`config.mk`:
```
export PLATFORM = sky130hd
export DESIGN_NAME = jogador_automatico_flat
export DESIGN_NICKNAME = d
export VERILOG_FILES = /design/src/rtl/jogador_automatico_if.sv /design/src/rtl/jogador_automatico.sv /design/src/flat_wrapper.sv
export SDC_FILE = /design/constraint.sdc
export NUM_CORES = 1
export LEC_CHECK = 0
export BUFFER_PORTS_ARGS = -buffer_cell sky130_fd_sc_hd__buf_2
export CAP_MARGIN = 20
export CORE_AREA = 8 8 95 97
export CTS_CLUSTER_DIAMETER = 50
export DETAILED_ROUTE_END_ITERATION = 16
export DIE_AREA = 0 0 103 105
export PLACE_DENSITY = 0.71
export SLEW_MARGIN = 20
export SYNTH_ARGS = -nofsm -noshare
export SYNTH_HDL_FRONTEND = slang
export SYNTH_SLANG_ARGS = --single-unit
```
`constraint.sdc`:
```
create_clock -name clock -period 3.6 [get_ports clock]
set_clock_uncertainty 0.15 [all_clocks]
set_input_delay 0.18 -clock clock [delete_from_list [all_inputs] [get_ports clock]]
set_output_delay 0.18 -clock clock [all_outputs]
set_load 0.03 [all_outputs]
```
`src/rtl/jogador_automatico_if.sv`:
```
// Game-side <-> automatic-player signal bundle for the Genius datapath.
// master = game/datapath side, slave = automatic player.
interface jogador_automatico_if;
  logic       habilita;
  logic       limpa;
  logic [3:0] leds;
  logic       mostrando;
  logic       vez_jogador;
  logic [3:0] botoes;
  logic       ocupado;
  logic       fim_replay;
  logic       transbordo;
  logic       invalido;
  logic [4:0] db_tamanho;
  logic [2:0] db_estado;

  modport master (
    output habilita, limpa, leds, mostrando, vez_jogador,
    input  botoes, ocupado, fim_replay, transbordo, invalido, db_tamanho, db_estado
  );

  modport slave (
    input  habilita, limpa, leds, mostrando, vez_jogador,
    output botoes, ocupado, fim_replay, transbordo, invalido, db_tamanho, db_estado
  );
endinterface

```
`src/rtl/jogador_automatico.sv`:
```
// Automatic Genius player: records the LED show into a buffer and replays it
// as timed button presses when the game hands the turn to the player.
module jogador_automatico #(
  parameter int DEPTH       = 16,
  parameter int HOLD_CYCLES = 4,
  parameter int GAP_CYCLES  = 4
) (
  input logic                 clock,
  input logic                 reset,
  jogador_automatico_if.slave jog
);
  localparam int AW   = (DEPTH > 1) ? $clog2(DEPTH) : 1;
  localparam int CMAX = (HOLD_CYCLES > GAP_CYCLES) ? HOLD_CYCLES : GAP_CYCLES;
  localparam int CW   = (CMAX > 1) ? $clog2(CMAX) : 1;

  typedef enum logic [2:0] {
    OCIOSO    = 3'd0,
    PRESSIONA = 3'd1,
    SOLTA     = 3'd2,
    FIM       = 3'd3
  } estado_t;

  estado_t       estado;
  logic [3:0]    buffer [DEPTH];
  logic [4:0]    tamanho;
  logic [AW-1:0] rd;
  logic [CW-1:0] cnt;
  logic          mostrando_q;
  logic          vez_q;
  logic [3:0]    botoes_r;
  logic          ocupado_r;
  logic          fim_r;
  logic          transbordo_r;
  logic          invalido_r;

  logic captura;
  logic inicio;
  logic cheio;
  logic um_quente;

  always_comb begin
    captura   = (estado == OCIOSO) && jog.habilita && jog.mostrando && !mostrando_q;
    inicio    = (estado == OCIOSO) && jog.habilita && jog.vez_jogador && !vez_q;
    cheio     = (tamanho == 5'(DEPTH));
    um_quente = (jog.leds != 4'd0) && ((jog.leds & (jog.leds - 4'd1)) == 4'd0);
  end

  always_ff @(posedge clock) begin
    if (reset || jog.limpa) begin
      estado       <= OCIOSO;
      tamanho      <= '0;
      rd           <= '0;
      cnt          <= '0;
      mostrando_q  <= 1'b0;
      vez_q        <= 1'b0;
      botoes_r     <= '0;
      ocupado_r    <= 1'b0;
      fim_r        <= 1'b0;
      transbordo_r <= 1'b0;
      invalido_r   <= 1'b0;
    end else begin
      mostrando_q <= jog.mostrando;
      vez_q       <= jog.vez_jogador;
      fim_r       <= 1'b0;

      if (captura) begin
        if (cheio) begin
          transbordo_r <= 1'b1;
        end else begin
          buffer[tamanho[AW-1:0]] <= jog.leds;
          tamanho                 <= tamanho + 5'd1;
          if (!um_quente) invalido_r <= 1'b1;
        end
      end

      if (!jog.habilita && estado != OCIOSO) begin
        estado    <= OCIOSO;
        botoes_r  <= '0;
        ocupado_r <= 1'b0;
      end else begin
        case (estado)
          OCIOSO: begin
            if (inicio) begin
              if (tamanho == 5'd0 && !captura) begin
                estado <= FIM;
                fim_r  <= 1'b1;
              end else begin
                estado    <= PRESSIONA;
                ocupado_r <= 1'b1;
                rd        <= '0;
                cnt       <= '0;
                // A capture on this same edge lands in entry 0 only next cycle: forward it
                botoes_r  <= (captura && tamanho == 5'd0) ? jog.leds : buffer[0];
              end
            end
          end
          PRESSIONA: begin
            if (cnt == CW'(HOLD_CYCLES - 1)) begin
              estado   <= SOLTA;
              botoes_r <= '0;
              cnt      <= '0;
            end else begin
              cnt <= cnt + 1'b1;
            end
          end
          SOLTA: begin
            if (cnt == CW'(GAP_CYCLES - 1)) begin
              cnt <= '0;
              if (5'(rd) == tamanho - 5'd1) begin
                estado    <= FIM;
                ocupado_r <= 1'b0;
                fim_r     <= 1'b1;
              end else begin
                estado   <= PRESSIONA;
                rd       <= rd + 1'b1;
                botoes_r <= buffer[rd + 1'b1];
              end
            end else begin
              cnt <= cnt + 1'b1;
            end
          end
          FIM:     estado <= OCIOSO;
          default: estado <= OCIOSO;
        endcase
      end
    end
  end

  assign jog.botoes     = botoes_r;
  assign jog.ocupado    = ocupado_r;
  assign jog.fim_replay = fim_r;
  assign jog.transbordo = transbordo_r;
  assign jog.invalido   = invalido_r;
  assign jog.db_tamanho = tamanho;
  assign jog.db_estado  = estado;
endmodule

```
`src/flat_wrapper.sv`:
```
// flat-port wrapper written by rule: the top's interface ports become plain ports
module jogador_automatico_flat 
#(
  parameter int DEPTH       = 16,
  parameter int HOLD_CYCLES = 4,
  parameter int GAP_CYCLES  = 4
)
  (clock, reset, jog_habilita, jog_limpa, jog_leds, jog_mostrando, jog_vez_jogador, jog_botoes, jog_ocupado, jog_fim_replay, jog_transbordo, jog_invalido, jog_db_tamanho, jog_db_estado);
  jogador_automatico_if jog_i ();
  input logic clock;
  input logic reset;
  input wire logic [$bits(jog_i.habilita)-1:0] jog_habilita;
  input wire logic [$bits(jog_i.limpa)-1:0] jog_limpa;
  input wire logic [$bits(jog_i.leds)-1:0] jog_leds;
  input wire logic [$bits(jog_i.mostrando)-1:0] jog_mostrando;
  input wire logic [$bits(jog_i.vez_jogador)-1:0] jog_vez_jogador;
  output wire logic [$bits(jog_i.botoes)-1:0] jog_botoes;
  output wire logic [$bits(jog_i.ocupado)-1:0] jog_ocupado;
  output wire logic [$bits(jog_i.fim_replay)-1:0] jog_fim_replay;
  output wire logic [$bits(jog_i.transbordo)-1:0] jog_transbordo;
  output wire logic [$bits(jog_i.invalido)-1:0] jog_invalido;
  output wire logic [$bits(jog_i.db_tamanho)-1:0] jog_db_tamanho;
  output wire logic [$bits(jog_i.db_estado)-1:0] jog_db_estado;
  assign jog_i.habilita = jog_habilita;
  assign jog_i.limpa = jog_limpa;
  assign jog_i.leds = jog_leds;
  assign jog_i.mostrando = jog_mostrando;
  assign jog_i.vez_jogador = jog_vez_jogador;
  assign jog_botoes = jog_i.botoes;
  assign jog_ocupado = jog_i.ocupado;
  assign jog_fim_replay = jog_i.fim_replay;
  assign jog_transbordo = jog_i.transbordo;
  assign jog_invalido = jog_i.invalido;
  assign jog_db_tamanho = jog_i.db_tamanho;
  assign jog_db_estado = jog_i.db_estado;
  jogador_automatico #(.DEPTH(DEPTH), .HOLD_CYCLES(HOLD_CYCLES), .GAP_CYCLES(GAP_CYCLES)) u_core (.clock(clock), .reset(reset), .jog(jog_i));
endmodule
```
-- After elaboration in Yosys (flattened, before gate mapping)
Memories as Yosys holds them, arrays and structs flattened.
Index checks and enable logic that the tools add are counted.
- RAM bits: 64
- output and inout bits: 16
- memories kept: 1
- register bits: 24
- input bits: 10
- word-level logic and storage cells: 100
- memory list (name ; words ; bits a word ; read ports ; clocked after memory_dff ; write ports ; RTL line ; source):
    u_core.buffer ; 16 ; 4 ; 2 ; 0 ; 1 ; jogador_automatico.sv:24 ; logic [3:0] buffer [DEPTH];
- bitwise operators: 4
- reductions and logical operators: 32
- muxes and demuxes: 36
- equal/unequal tests: 11
- $add $sub $neg: 5
- operator list (operator ; count):
    $mux 4 ; 10
    $mux 1 ; 12
    $pmux 4 s3 ; 1
    $reduce_and 6->1 ; 2
    $mux 2 ; 5
    $logic_and 1x1->1 ; 9
    $mux 3 ; 3
    $pmux 3 s3 ; 1
    $ne 2x1->1 const B ; 4
    $pmux 4 s2 ; 1
    $reduce_and 3->1 ; 2
    $reduce_bool 3->1 ; 2
    $add 5x1->5 const B ; 1
    $eq 4x5->1 ; 1
    $eq 5x5->1 const B ; 1
    $logic_not 5->1 ; 1
    $reduce_and 5->1 ; 1
    $sub 5x1->5 const B ; 1
    $add 4x1->4 const B ; 1
    $and 4x4->4 ; 1
    $logic_not 1->1 ; 4
    $logic_not 4->1 ; 1
    $ne 2x2->1 const B ; 2
    $pmux 1 s2 ; 2
    other kinds (14) ; 19

-- Longest topological paths before layout
- depth in word-level cells: 9
- mapped depth: 9
- depth with buffers taken out: 7

-- Worst setup path after synthesis
OpenSTA, ideal clock, no wires.
- kind: reg2reg
- from: reg u_core.tamanho[0] (netlist: u_core.jog.db_tamanho[0])
- to: mem u_core.buffer[1][0], enable pin
- library setup time: 0.361 ns
- required time: 3.089 ns
- buffers on the path: 0
- clock period less this slack: 2.552 ns
- slack: 1.048 ns
- arrival time: 2.041 ns
- cell stages (with the launch flop): 7
- path through: dfxtp_1 inv_1 ha_1 nor3b_2 a21oi_2 nand3_1 nor3_1
- longest elaborated chain between the ends: 5
- RTL lines (item ; RTL line ; source):
    start, declared ; jogador_automatico.sv:25 ; logic [4:0] tamanho;
    start signal, assigned ; jogador_automatico.sv:71 ; tamanho <= tamanho + 5'd1;
    $eq 5x5->1 ; jogador_automatico.sv:44 ; cheio = (tamanho == 5'(DEPTH));
    $mux 1 ; jogador_automatico.sv:67 ; if (cheio) begin
    $mux 1 ; jogador_automatico.sv:66 ; if (captura) begin
    $mux 1 ; jogador_automatico.sv:49 ; if (reset || jog.limpa) begin
    $mux 1 (implied by the code) ; jogador_automatico.sv:70 ; buffer[tamanho[AW-1:0]] <= jog.leds;
    end, declared ; jogador_automatico.sv:24 ;
Parallel ways exist; a longest one is shown, timed or not.

-- Final worst setup path
- from: reg u_core.estado[0] (netlist: u_core.jog.db_estado[0])
- to: mem u_core.buffer[2][3], enable pin
- longest elaborated chain between the ends: 7
- RTL lines (item ; RTL line ; source):
    start, declared ; jogador_automatico.sv:23 ; estado_t estado;
    start signal, assigned ; jogador_automatico.sv:50 ; estado <= OCIOSO;
    start signal, assigned ; jogador_automatico.sv:77 ; estado <= OCIOSO;
    start signal, assigned ; jogador_automatico.sv:85 ; estado <= FIM;
    $logic_not 3->1 ; jogador_automatico.sv:42 ; captura = (estado == OCIOSO) && jog.habilita && jog.mostrando && !mostrando_q;
    $logic_and 1x1->1 (3 in a row) ; jogador_automatico.sv:42 ;
    $mux 1 ; jogador_automatico.sv:66 ;
    $mux 1 ; jogador_automatico.sv:49 ;
    $mux 1 (implied by the code) ; jogador_automatico.sv:70 ;
Every way passes these cells.

==> flow_summary.yaml <==
cts:
  cts_sinks: 87
  cts_resized: 0
  numCtsBuffers: 9
  clk_latency_ns: 0.36
  root_buffer: "clkbuf_8"
  h-tree-depth: 3
  cts_max_path_buffers: 2
  cts_setup_buffers: 0
  cts_tree: "yes"
  hold_buffers: 2
  path_clk_slew_ns: 0.10
placement:
  place_ws_ns: 0.807
  numPortBuffers: 24
  dp.cells: 407
  place.gp.congestion: 0.818
  dpl_cell_area_sq_um: 4170
  dp_hpwl_microns: 5540
setup_path:
  crit_type: "reg2reg"
  worst-path-buf-inv: 1
  critical_path.top_delay_family: "simple AND/OR/NAND/NOR gates"
  cp_max_fo: 8
  critPathRequiredTime_ns: 3.45
  crit_path_start_kind: "flip-flop"
  slowest_delay_ns: 0.51
  reg2reg_depth: 6
  crit_arrival_ns: 2.69
  worstPathCellList: "inv_1, ha_1, nand4b_1, a21oi_2, nand3_1, nor3_1"
  regToRegSetupSlack_ns: 0.76
  crit_cells: 6
  cpMaxStageDelayCell: "nor3_1"
  critPathCaptureType: "flip-flop"
synthesis:
  syn_nets: 313
  synth_edf_count: 64
  ys_ff_latch: 87
  postSynthAreaPerCell_sq_um: 13.6
  syn_inst: 293
  syn-cell-area_sq_um: 3990
  ys_seq_area_share_pct: 59.8
  synth_ff_type: "edfxtp_1"
  yosysWarnings: 0
  ys_types: 48
  async_flop_share_pct: 0
flow_run:
  drv_cap: 0
worst_hold_path:
  holdPathStages: 1
  min_path_type: "in2reg"
layout:
  fin_util_pct: 58.1
  final_cell_mix: "64 x edfxtp_1, 24 x buf_2, 23 x dfxtp_1"
  fin_nets: 338
  final_layout_size_suffix_gt1_share_pct: 21.4
  areaGrowthSynthToFinish_pct: 9.73
  n_antenna_cell: 0
  stdcell_count: 425
  mostFrequentLayoutCell: "edfxtp_1"
  layout.cell_area.non_filler_sq_um: 4370
timing:
  fin_crit_sh_pct: 78.9
  min_period_ns: 2.84
  fmax_mhz: 352
  timing.hold.ws_ns: 0.103
  hold_viol_final: 0
  tightest_slew_ns: 0.778
  fin_setup_tns_ns: 0
  report.final.slew_viol_count: 0
  relSlewSlack_pct: 48.1
  postLayoutSetupSlackWorst_ns: 0.758
  rsz0062_at_grt: "no"
  setup_viol: 0
power_and_ir_drop:
  p_comb_share_pct: 7.4
  switching_share_pct: 25.7
  switchingPower_uw: 480
  power.density_nw_per_um2: 428
  finalPower_mw: 1.87
  power.internal_mw: 1.39
  power.leakage_nw: 1.42
  power.clock.fraction_pct: 34.6
  seqPwrFrac_pct: 58.0
  peakVddDrop_mv: 0.376
drt:
  detail-route-antenna-nets: 0
  post-route-drc-count: 0
  viasPerCell: 5.74
  wire_per_inst_microns: 18.4
  first_pass_iters: 4
  route.vias.total: 2440
  wl_microns: 7820
  drt_iter0_markers: 292
die:
  pin_count: 26
  core-area_sq_um: 7530
  rows: 32
  die_w_microns: 103
  initial_utilization_pct: 53.0
  die_h_microns: 105
  die_area_sq_um: 10800
global_route:
  grt_pass1_wl_microns: 12500
  grt_max_degree: 21
  grt-ovfl-total: 0
  antenna_found_initial: 0
  grt.total_usage_pct: 15.3
  grt_pass1_vias: 2378
run_status:
  status: "finished, final reports clean"
==> registers in the layout (all words and copies together), names as in the netlist <==
register and cells:
u_core.jog.invalido 1, u_core.cnt 2, u_core.jog.db_tamanho 5, u_core.jog.fim_replay 1, u_core.jog.ocupado 1, u_core.rd 4
u_core.jog.transbordo 1, u_core.mostrando_q 1, u_core.buffer 64, u_core.jog.botoes 4, u_core.jog.db_estado 2, u_core.vez_q 1
==> final cells by class <==
class | count | area, sq um
timing repair buffer | 27 | 148
fill | 625 | 3150
clock buffer | 9 | 124
tap | 102 | 128
sequential | 87 | 2380
clock inverter | 7 | 61.3
multi-input combinational | 185 | 1500
inverter | 8 | 30.0
==> cell usage after synthesis (3+ instances only) <==
library cell	n	area [sq um]
nor3_1	19	95.1
xnor2_1	8	70.1
nand3_1	10	50.1
mux4_2	16	360
buf_2	3	15.0
nand4_1	5	31.3
nand2_1	12	45.0
edfxtp_1	64	1920
dfxtp_1	23	460
buf_4	3	22.5
ha_1	10	125
nor2_1	22	82.6
mux2i_1	10	100
a211oi_1	5	37.5
inv_1	8	30.0
xor2_1	5	43.8
o21ai_0	10	50.1
and2_1	3	18.8
a21oi_1	17	85.1
clkbuf_1	4	15.0
==> metal layers <==
metal	wire, microns	vias up	GRT usage, %
met5	0	-	0
met3	386	8	3.25
met4	62	0	5.48
li1	-	1169	-
met1	3550	1203	20.2
met2	3820	60	24.0
==> worst paths after layout <==
check / from / end
worst min-delay path: jog_leds[2] / u_core.buffer[8][2]$_DFFE_PP_
worst min register to register: u_core.cnt[1]$_SDFFE_PP0P_ / u_core.cnt[1]$_SDFFE_PP0P_
worst max register to register: u_core.jog.db_estado[0]$_SDFFE_PP0P_ / u_core.buffer[2][3]$_DFFE_PP_
worst max-delay path: u_core.jog.db_estado[0]$_SDFFE_PP0P_ / u_core.buffer[2][3]$_DFFE_PP_
==> power by group through the flow <==
stage	Combinational, mW	Sequential (mW)	Clock, mW
floorplan	0.0824	1.12	0
global placement	0.136	1.11	0
detailed placement	0.138	1.11	0
CTS	0.140	1.09	0.657
global route	0.155	1.09	0.696
finish	0.139	1.08	0.648
==> kinds of logic (layout without fill, tap and decap cells) <==
family / Yosys count / after routing / share of synthesized area [%]
XOR/XNOR: 15 / 15 / 3.67
flip-flops: 87 / 87 / 59.8
AO/OA/AOI/OAI: 42 / 42 / 6.31
AND/OR/NAND/NOR: 91 / 91 / 12.9
buffers and inverters: 21 / 51 / 2.57
adder cells (fa/ha/maj): 10 / 10 / 3.14
multiplexers: 26 / 26 / 11.6
other: 1 / 1 / 0.0941
No activity file was read; power rests on OpenSTA's default activity.
